[config.mk]
export PLATFORM = sky130hd
export DESIGN_NAME = fetch_stage
export DESIGN_NICKNAME = d
export VERILOG_FILES = /design/src/rtl/cpu_types_pkg.sv /design/src/rtl/fetch_buffer.sv /design/src/rtl/fetch_stage.sv
export SDC_FILE = /design/constraint.sdc
export NUM_CORES = 1
export LEC_CHECK = 0
export ABC_AREA = 1
export CORE_ASPECT_RATIO = 0.7
export CORE_UTILIZATION = 45
export DETAILED_ROUTE_END_ITERATION = 10
export DONT_BUFFER_PORTS = 1
export GPL_ROUTABILITY_DRIVEN = 0
export GPL_TIMING_DRIVEN = 0
export PLACE_DENSITY_LB_ADDON = 0.3
export SLEW_MARGIN = 20
export SYNTH_ARGS = -nofsm -noshare
export SYNTH_HDL_FRONTEND = slang
export SYNTH_SLANG_ARGS = --single-unit
[constraint.sdc]
create_clock -name CLK -period 2.1 [get_ports CLK]
set_clock_uncertainty 0.15 [all_clocks]
set_input_delay 0.315 -clock CLK [delete_from_list [all_inputs] [get_ports CLK]]
set_output_delay 0.315 -clock CLK [all_outputs]
set_load 0.01 [all_outputs]
[src/rtl/cpu_types_pkg.sv]
// ----------------------------------------------------------------------------
// cpu_types_pkg
//   Shared types and constants for the 5-stage pipeline.
//   pipe_state_t  : hazard-unit command for a pipeline latch
//   fetch_state_t : fetch-stage FSM state
//   PC_*          : PC source select encodings
//   NOP_INSTR     : instruction word used for bubbles and flushes
//   fetch_entry_t : {instr, pcplus4} pair moved between imem, buffer and latch
// ----------------------------------------------------------------------------
package cpu_types_pkg;

   typedef enum logic [1:0] {
      NORMAL = 2'b00,
      STALL  = 2'b01,
      FLUSH  = 2'b10
   } pipe_state_t;

   typedef enum logic [1:0] {
      RUN      = 2'b00,
      BUFFERED = 2'b01,
      HALTED   = 2'b10
   } fetch_state_t;

   localparam logic [1:0] PC_SEQ = 2'b00;
   localparam logic [1:0] PC_BR  = 2'b01;
   localparam logic [1:0] PC_J   = 2'b10;
   localparam logic [1:0] PC_JR  = 2'b11;

   localparam logic [31:0] NOP_INSTR = 32'h0000_0000;

   typedef struct packed {
      logic [31:0] instr;
      logic [31:0] pcplus4;
   } fetch_entry_t;

endpackage

[src/rtl/fetch_buffer.sv]
// ----------------------------------------------------------------------------
// fetch_buffer
//   One-entry holding register for an instruction that imem returned while
//   decode was stalled, so it can be handed over later without a refetch.
//   clear has priority over load.
// Ports
//   clk        in   clock, rising edge
//   rst_n      in   synchronous active-low reset
//   clear      in   empty the buffer
//   load       in   capture entry_in and mark full
//   entry_in   in   {instr, pcplus4} to capture
//   entry      out  stored {instr, pcplus4}
//   full       out  buffer holds an entry
// ----------------------------------------------------------------------------
module fetch_buffer
   import cpu_types_pkg::*;
(
   input  logic         clk,
   input  logic         rst_n,
   input  logic         clear,
   input  logic         load,
   input  fetch_entry_t entry_in,
   output fetch_entry_t entry,
   output logic         full
);

   always_ff @(posedge clk) begin
      if (!rst_n) begin
         entry <= '0;
         full  <= 1'b0;
      end else if (clear) begin
         full  <= 1'b0;
      end else if (load) begin
         entry <= entry_in;
         full  <= 1'b1;
      end
   end

endmodule

[src/rtl/fetch_stage.sv]
// ----------------------------------------------------------------------------
// fetch_stage
//   Instruction-fetch stage: owns the PC, issues imem reads, and loads the
//   fetch/decode latch under hazard-unit control (FLUSH > STALL > NORMAL).
//   A one-entry fetch_buffer keeps an instruction returned during a stall.
//   Optional feature macro: FETCH_PERF_EN adds fetch/stall counters; when it
//   is undefined the counter outputs are tied to zero.
// Parameters
//   PC_INIT      PC value after reset
// Ports
//   CLK, nRST    clock (rising edge), synchronous active-low reset
//   PC_WEN       hazard unit allows a PC update this cycle
//   PCSrc        PC source: PC_SEQ / PC_BR / PC_J / PC_JR
//   branch_tgt, jump_tgt, jr_tgt   redirect targets
//   fd_state     hazard command for the F/D latch
//   halt         HALT decoded; stop fetching
//   ihit, imemload                 imem response for imemaddr
//   imemREN, imemaddr              imem request
//   fd_instr, fd_pcplus4, fd_valid F/D latch contents
//   fetch_cnt, stall_cnt           performance counters
// ----------------------------------------------------------------------------
module fetch_stage
   import cpu_types_pkg::*;
#(
   parameter logic [31:0] PC_INIT = 32'h0000_0000
) (
   input  logic        CLK,
   input  logic        nRST,
   input  logic        PC_WEN,
   input  logic [1:0]  PCSrc,
   input  logic [31:0] branch_tgt,
   input  logic [31:0] jump_tgt,
   input  logic [31:0] jr_tgt,
   input  pipe_state_t fd_state,
   input  logic        halt,
   input  logic        ihit,
   input  logic [31:0] imemload,
   output logic        imemREN,
   output logic [31:0] imemaddr,
   output logic [31:0] fd_instr,
   output logic [31:0] fd_pcplus4,
   output logic        fd_valid,
   output logic [31:0] fetch_cnt,
   output logic [31:0] stall_cnt
);

   fetch_state_t state, state_next;
   logic [31:0]  pc, pc_next, pc_plus4, target;
   logic [31:0]  instr_next, pcplus4_next;
   logic         valid_next;
   logic         redirect, go_halt, in_run, in_halt, is_normal, drain;
   logic         buf_load, buf_clear, buf_full;
   fetch_entry_t buf_entry;

   assign in_run    = (state == RUN);
   assign in_halt   = (state == HALTED);
   assign is_normal = (fd_state != STALL) && (fd_state != FLUSH);
   assign redirect  = PC_WEN && (PCSrc != PC_SEQ);
   // Halt is ignored while decode is stalled; the stalled HALT re-presents.
   assign go_halt   = !in_halt && halt && (fd_state != STALL);
   assign drain     = (state == BUFFERED) && buf_full && is_normal;

   assign imemREN   = in_run;
   assign imemaddr  = pc;
   assign pc_plus4  = pc + 32'd4;

   always_comb begin
      case (PCSrc)
         PC_BR:   target = branch_tgt;
         PC_J:    target = jump_tgt;
         PC_JR:   target = jr_tgt;
         default: target = pc_plus4;
      endcase
   end

   always_comb begin
      // NOTE: every signal gets a default first so no path leaves it
      // unassigned; otherwise synthesis infers a latch.
      state_next   = state;
      pc_next      = pc;
      buf_load     = 1'b0;
      buf_clear    = 1'b0;
      instr_next   = fd_instr;
      pcplus4_next = fd_pcplus4;
      valid_next   = fd_valid;

      if (fd_state == FLUSH) begin
         instr_next = NOP_INSTR;
         valid_next = 1'b0;
      end else if (is_normal) begin
         if (drain) begin
            instr_next   = buf_entry.instr;
            pcplus4_next = buf_entry.pcplus4;
            valid_next   = 1'b1;
         end else if (in_run && ihit) begin
            instr_next   = imemload;
            pcplus4_next = pc_plus4;
            valid_next   = 1'b1;
         end else begin
            instr_next = NOP_INSTR;
            valid_next = 1'b0;
         end
      end

      if (!in_halt) begin
         // The buffer only survives a plain STALL; anything else empties it.
         if (redirect || fd_state != STALL) begin
            buf_clear = 1'b1;
         end else if (in_run && ihit) begin
            buf_load = 1'b1;
         end

         if (go_halt) begin
            state_next = HALTED;
         end else begin
            if (redirect) begin
               pc_next = target;
            end else if (PC_WEN && in_run && ihit) begin
               pc_next = pc_plus4;
            end

            if (redirect) begin
               state_next = RUN;
            end else if (buf_load) begin
               state_next = BUFFERED;
            end else if (state == BUFFERED && fd_state != STALL) begin
               state_next = RUN;
            end
         end
      end
   end

   always_ff @(posedge CLK) begin
      // NOTE: registered state uses non-blocking assignments so all flops
      // sample values from before the edge, independent of statement order.
      if (!nRST) begin
         state      <= RUN;
         pc         <= PC_INIT;
         fd_instr   <= NOP_INSTR;
         fd_pcplus4 <= 32'h0;
         fd_valid   <= 1'b0;
      end else begin
         state      <= state_next;
         pc         <= pc_next;
         fd_instr   <= instr_next;
         fd_pcplus4 <= pcplus4_next;
         fd_valid   <= valid_next;
      end
   end

   fetch_buffer u_fetch_buffer (
      .clk      (CLK),
      .rst_n    (nRST),
      .clear    (buf_clear),
      .load     (buf_load),
      .entry_in ('{instr: imemload, pcplus4: pc_plus4}),
      .entry    (buf_entry),
      .full     (buf_full)
   );

`ifdef FETCH_PERF_EN
   logic fetch_evt;

   // A valid latch load is either an imem hit or a buffer drain under NORMAL.
   assign fetch_evt = is_normal && (drain || (in_run && ihit));

   always_ff @(posedge CLK) begin
      if (!nRST) begin
         fetch_cnt <= 32'h0;
         stall_cnt <= 32'h0;
      end else begin
         if (fetch_evt)          fetch_cnt <= fetch_cnt + 32'd1;
         if (fd_state == STALL)  stall_cnt <= stall_cnt + 32'd1;
      end
   end
`else
   assign fetch_cnt = 32'h0;
   assign stall_cnt = 32'h0;
`endif

endmodule

Yosys cells after proc, flatten, opt, wreduce, memory -nomap -nowiden
Index checks and enable logic that the tools add are counted.
{"block": "op_classes", "reduce_logical": 23, "n_eq_ne": 8, "n_bitwise": 5, "addsub": 1, "mux": 18}
{"op": "two-way mux 32 bit", "count": 6}
{"op": "case mux 32 bit (3 select lines)", "count": 1}
{"op": "adder 32 x 3 -> 32 bit (second input constant)", "count": 1}
{"op": "logical AND 1 bit", "count": 10}
{"op": "== test 2 bit (second input constant)", "count": 4}
{"op": "two-way mux 2 bit", "count": 4}
{"op": "two-way mux 1 bit", "count": 7}
{"op": "AND reduction 3 bit", "count": 2}
{"op": "nonzero test 2 bit", "count": 3}
{"op": "inverter 1 bit", "count": 5}
{"op": "== test 2 x 1 -> 1 bit (second input constant)", "count": 2}
{"op": "AND reduction 2 bit", "count": 2}
{"op": "nonzero test 4 bit", "count": 1}
{"op": "OR reduction 2 bit", "count": 2}
{"op": "zero test 2 bit", "count": 1}
{"op": "!= test 2 x 1 -> 1 bit (second input constant)", "count": 1}
{"op": "!= test 2 bit (second input constant)", "count": 1}
{"op": "zero test 1 bit", "count": 1}
{"op": "logical OR 1 bit", "count": 1}
{"block": "word_totals", "in_bits": 137, "reg_bits": 164, "elab_cells": 63, "output_inout_bits": 162}

Logic depth before layout (Yosys ltp)
{"block": "depth", "depth_word": 8, "mapped_depth": 12, "depth_no_buf": 11}

Cells and area by module
A second synthesis with hierarchy kept.
{"block": "unflattened", "hier_cells": 1437, "hier_area_um2": 9292.7}
{"module": "fetch_stage", "instances": 1, "area_per_inst_um2": 6523.8, "cells_per_inst": 1021}
{"module": "fetch_buffer", "instances": 1, "area_per_inst_um2": 2768.9, "cells_per_inst": 416}

Least setup slack after synthesis
OpenSTA, ideal clock, no wires.
{"block": "synth_timing", "path_type": "register to register", "start": "register pc[2], in the netlist imemaddr[2]", "end": "register fd_pcplus4[18]", "synth_period_minus_slack_ns": 1.818, "t_required_ns": 1.880, "arrival_ns": 1.598, "path_slack_ns": 0.282, "path_buffers": 0, "path_stages_with_launch": 9, "setup_ns": 0.070, "path_cell_list": "dfxtp_1 ha_1 nand3_4 clkinv_2 nand2_2 nor2_2 xor2_1 nand2_1 a21oi_1"}
{"block": "synth_via", "elab_chain_len": 3}
{"item": "from (decl)", "line": "fetch_stage.sv:48", "source": "logic [31:0] pc, pc_next, pc_plus4, target;"}
{"item": "from (signal assigned)", "line": "fetch_stage.sv:144", "source": "pc <= pc_next;"}
{"item": "adder 32 x 3 -> 32 bit", "line": "fetch_stage.sv:65", "source": "assign pc_plus4 = pc + 32'd4;"}
{"item": "two-way mux 32 bit", "line": "fetch_stage.sv:95", "source": "end else if (in_run && ihit) begin"}
{"item": "two-way mux 32 bit", "line": "fetch_stage.sv:91", "source": "if (drain) begin"}
{"item": "to (signal assigned)", "line": "fetch_stage.sv:146", "source": "fd_pcplus4 <= pcplus4_next;"}
{"item": "to (decl)", "line": "fetch_stage.sv:41", "source": "output logic [31:0] fd_pcplus4,"}
No other way between the ends. The select of a mux whose other input is x is not followed.
A chain may end at the register's enable or synchronous reset.

Worst setup path in the final report
{"block": "layout_timing", "start": "register pc[10], in the netlist imemaddr[10]", "end": "register fd_pcplus4[21]"}
The elaborated chain is that of the path after synthesis.

==> implementation parameters <==
Parameter                              Value

Placed design
  Cell area after placement ... about 9300 um^2
  Half-perimeter wire length of the detailed placement result ... 22400 um
  Setup slack after placement ... -246 ps
  PortBufs ... 0

Pwr
  Leakage power total ... between 4 and 5 nW
  Power per cell area ... between 700 and 800 nW/um^2
  Fraction of power spent switching nets ... around 31%
  Clock share of power ... between 30% and 40%
  Internal power component ... about 0.0056 W
  Maximum vdd ir drop ... about 550 uV
  Power consumption ... ~0.0081 W
  Combinational Power Share ... 15.8%
  Psw ... around 0.0025 W
  Sequential share of power ... 45.4%

Global routing
  Total global routing overflow ... 0
  Pin count of the biggest net entering global routing ... 17
  Number of global-route vias before repair ... just under 8000
  Global-route met1 utilization ... 43.0%
  Number of antenna violations at the first check in global routing ... 2
  Global routing usage on met3 ... under 10%
  Global-route wire length before repair ... between 40000 and 50000 um
  Met2 track demand over resource in global routing ... 42.4%
  GRT busiest layer ... met1
  GRT Util Overall ... 29.5%

Yosys
  Count of state elements after synthesis ... between 150 and 200
  Avg Inst Size Synth ... slightly below 7 um^2
  Summed instance area of the synthesized netlist ... ~8800 um^2
  Synth Flop Type ... sky130_fd_sc_hd__dfxtp_1
  Async S/R FF share, synth ... 0%
  Count of flip-flops with a built-in enable after synthesis ... 0
  Gate count of the mapped netlist ... ~1300
  Synth area leaders ... sky130_fd_sc_hd__dfxtp_1 (37%), sky130_fd_sc_hd__nand2_1 (16%), sky130_fd_sc_hd__a21oi_1 (7.9%), sky130_fd_sc_hd__buf_4 (6.1%), sky130_fd_sc_hd__nor2_1 (4.7%)
  Seq/Total Area, Yosys ... a little under two fifths
  Warnings from Yosys ... 0
  Yosys cell types ... 39
  Share of Yosys cell area claimed by the top area cell type ... ~37%
  Cell taking the most area after synthesis ... sky130_fd_sc_hd__dfxtp_1

Clock tree
  Maximum buffer depth of the clock tree ... 2
  Clk Latency, worst-skew pair ... about 450 ps
  Number of clock buffers inserted by TritonCTS ... 17
  CTS Root Cell ... sky130_fd_sc_hd__clkbuf_16
  CTS sink count ... ~160
  Setup fix buffers added after clock tree synthesis ... 0
  TritonCTS clock tree ... built
  Depth of the CTS H-tree ... 4
  Clock transition at path regs ... 70 ps

Timing
  Shortest clock period the worst path allows after layout ... slightly above 2000 ps
  Period utilisation layout ... between 90% and 100%
  Actual transition at the worst max-transition pin ... 713 ps
  Setup Total Neg Slack ... 0 ps
  Maximum clock frequency ... 490 MHz
  Max-slew violations ... 0
  Final Hold Vio Count ... 0
  Worst slew margin relative to its limit ... a little over half
  Minimum setup slack in the final design ... 60.7 ps
  Count of final setup violators ... 0

Detailed routing
  Final ANT Viol Nets ... 0
  Number of optimization iterations in the first detailed-route pass ... 10
  Post-detailed-route wirelength per cell ... 17.4 um
  Final routed wirelength across all metal layers ... 29500 um
  Via count ... 8949
  DRC ... 0
  Detailed router's first-iteration violation count ... roughly 950
  Drt via density ... roughly 5.3

Die
  Die Footprint ... about 20000 um^2
  Core Footprint ... between 15000 and 20000 um^2
  Die height ... 119 um
  Horizontal extent of the die ... 169 um
  Top Ports ... ~300
  Total number of placement rows ... 42
  Starting Density ... a little under half

Setup path
  Worst setup startpoint ... imemaddr[10]
  Startpoint types ... flop
  Master of the slowest instance on the critical path ... sky130_fd_sc_hd__dfxtp_1
  Number of buffers and inverters on the critical path ... 0
  Crit Reg-Reg Startpoint ... imemaddr[10]
  Top delay family on crit path ... simple AND/OR/NAND/NOR gates
  Worst path depth ... 8
  Cells along the critical path ... nand2_1, nor2_1, nand2_1, nor2_1, nand3_1, nand2_1, nand2_1, a21oi_1
  Delay contributed by the slowest stage of the critical path ... around 510 ps
  Most frequent CP cell ... sky130_fd_sc_hd__nand2_1
  Data arrival at the endpoint of the critical path ... ~2300 ps
  Nature of the critical path endpoint ... flop
  Critical Path RT ... ~2300 ps
  Worst Reg2Reg Path Length in Cells ... 8
  Critical Path Fanout Max ... 5
  Worst setup path class ... reg2reg

Final layout
  Top library cells by usage in the layout, fill and taps aside ... sky130_fd_sc_hd__nand2_1 (363), sky130_fd_sc_hd__dfxtp_1 (157), sky130_fd_sc_hd__a21oi_1 (139)
  Commonest non-fill, non-tap cell in the layout ... sky130_fd_sc_hd__nand2_1
  Share of cells above drive strength 1 ... roughly an eighth
  Number of nets at the end of the flow ... between 1500 and 2000
  Area growth from synthesis to layout ... 17.6%
  Final std cell area, no fill ... roughly 10000 um^2

Outcome
  Result of the run ... finished clean

Worst hold path
  Classification of the worst-slack hold path ... in2reg
  Startpoint of the lowest-slack hold path ... imemload[3]
  Hold path cells ... 4

Flow run
  Number of max-capacitance violations reported ... 0
-- power by group through the flow --
stage	logic (W)	registers, W	clock network [W]
2_1_floorplan	0.000900	0.00361	0
3_3_place_gp	0.00116	0.00372	0
3_5_place_dp	0.00117	0.00372	0
4_1_cts	0.00124	0.00365	0.00316
5_1_grt	0.00142	0.00368	0.00328
6_report	0.00127	0.00366	0.00313
-- registers in the layout, indices dropped and copies added, names as in the netlist --
name and flops:
fd_instr 32, fd_pcplus4 32, fd_valid 1, imemaddr 32, state 2, u_fetch_buffer.entry 64
u_fetch_buffer.full 1
-- path summary, 6_finish.rpt --
| check | slack [ps] | endpoint |
|---|---|---|
| setup / recovery | 60 | fd_pcplus4[21] |
| hold / removal | 7 | fd_instr[3] |
| setup reg to reg | 60 | fd_pcplus4[21] |
| hold reg to reg | 310 | u_fetch_buffer.entry[60] |
-- timing repair --
item	CTS	global route
pin swaps	0	0
resized for setup	4	11
endpoints found under the hold margin	51	0
setup endpoints to repair	22	27
hold buffers	34	0
-- per-layer routing --
metal / up-vias / share of wire (%)
met5: - / 0
met4: 0 / 1.9
met3: 36 / 11
met2: 494 / 42
met1: 4090 / 46
li1: 4329 / -
-- layout make-up --
cell class	count	area (um^2)
Clock inverter	14	154
Multi-Input combinational cell	956	4470
Fill cell	1866	8670
Tap cell	264	330
Timing Repair Buffer	34	340
Clock buffer	18	429
Sequential cell	164	3290
Antenna cell	2	5.00
Inverter	105	400
Buffer	140	873
-- cells by family after synthesis --
family                     share of synthesized area [%]
buffers and inverters                               14.5
DFF                                                 37.5
xor gates and xnor gates                            1.39
AOI/OAI and AO/OA                                   18.7
other                                             0.0428
and+or+nand+nor                                     27.5
adders and majority gates                          0.429
-- synth_stat cells, types with 7 or more instances --
cell type                    n
sky130_fd_sc_hd__inv_2       7
sky130_fd_sc_hd__xor2_1      9
sky130_fd_sc_hd__o211ai_1   37
sky130_fd_sc_hd__buf_2      26
sky130_fd_sc_hd__buf_1       7
sky130_fd_sc_hd__buf_4      71
sky130_fd_sc_hd__inv_1      95
sky130_fd_sc_hd__dfxtp_1   164
sky130_fd_sc_hd__nand3_1    70
sky130_fd_sc_hd__a21oi_1   139
sky130_fd_sc_hd__nand3b_1    8
sky130_fd_sc_hd__nor2_1    109
sky130_fd_sc_hd__o21ai_0    63
sky130_fd_sc_hd__o21ai_1    46
sky130_fd_sc_hd__nand2_1   363
sky130_fd_sc_hd__a31oi_1     8
sky130_fd_sc_hd__clkbuf_1   29
-- tightest hold or removal path, cell delays in order --
cell                       delay, ps
sky130_fd_sc_hd__nand2_1          30
sky130_fd_sc_hd__nand3_1          90
sky130_fd_sc_hd__o211ai_1         90
sky130_fd_sc_hd__inv_1            50
-- through the flow --
step,util (%),instances,hold WS [ps]
after floorplan,-,1365,280
after global placement,49.2,1629,294
after detailed placement,49.2,1629,304
after CTS,54.1,1695,1.99
after global routing,54.3,1697,25.7
final,54.3,1697,7.31
Note: power is estimated with default switching activity, not from simulation.
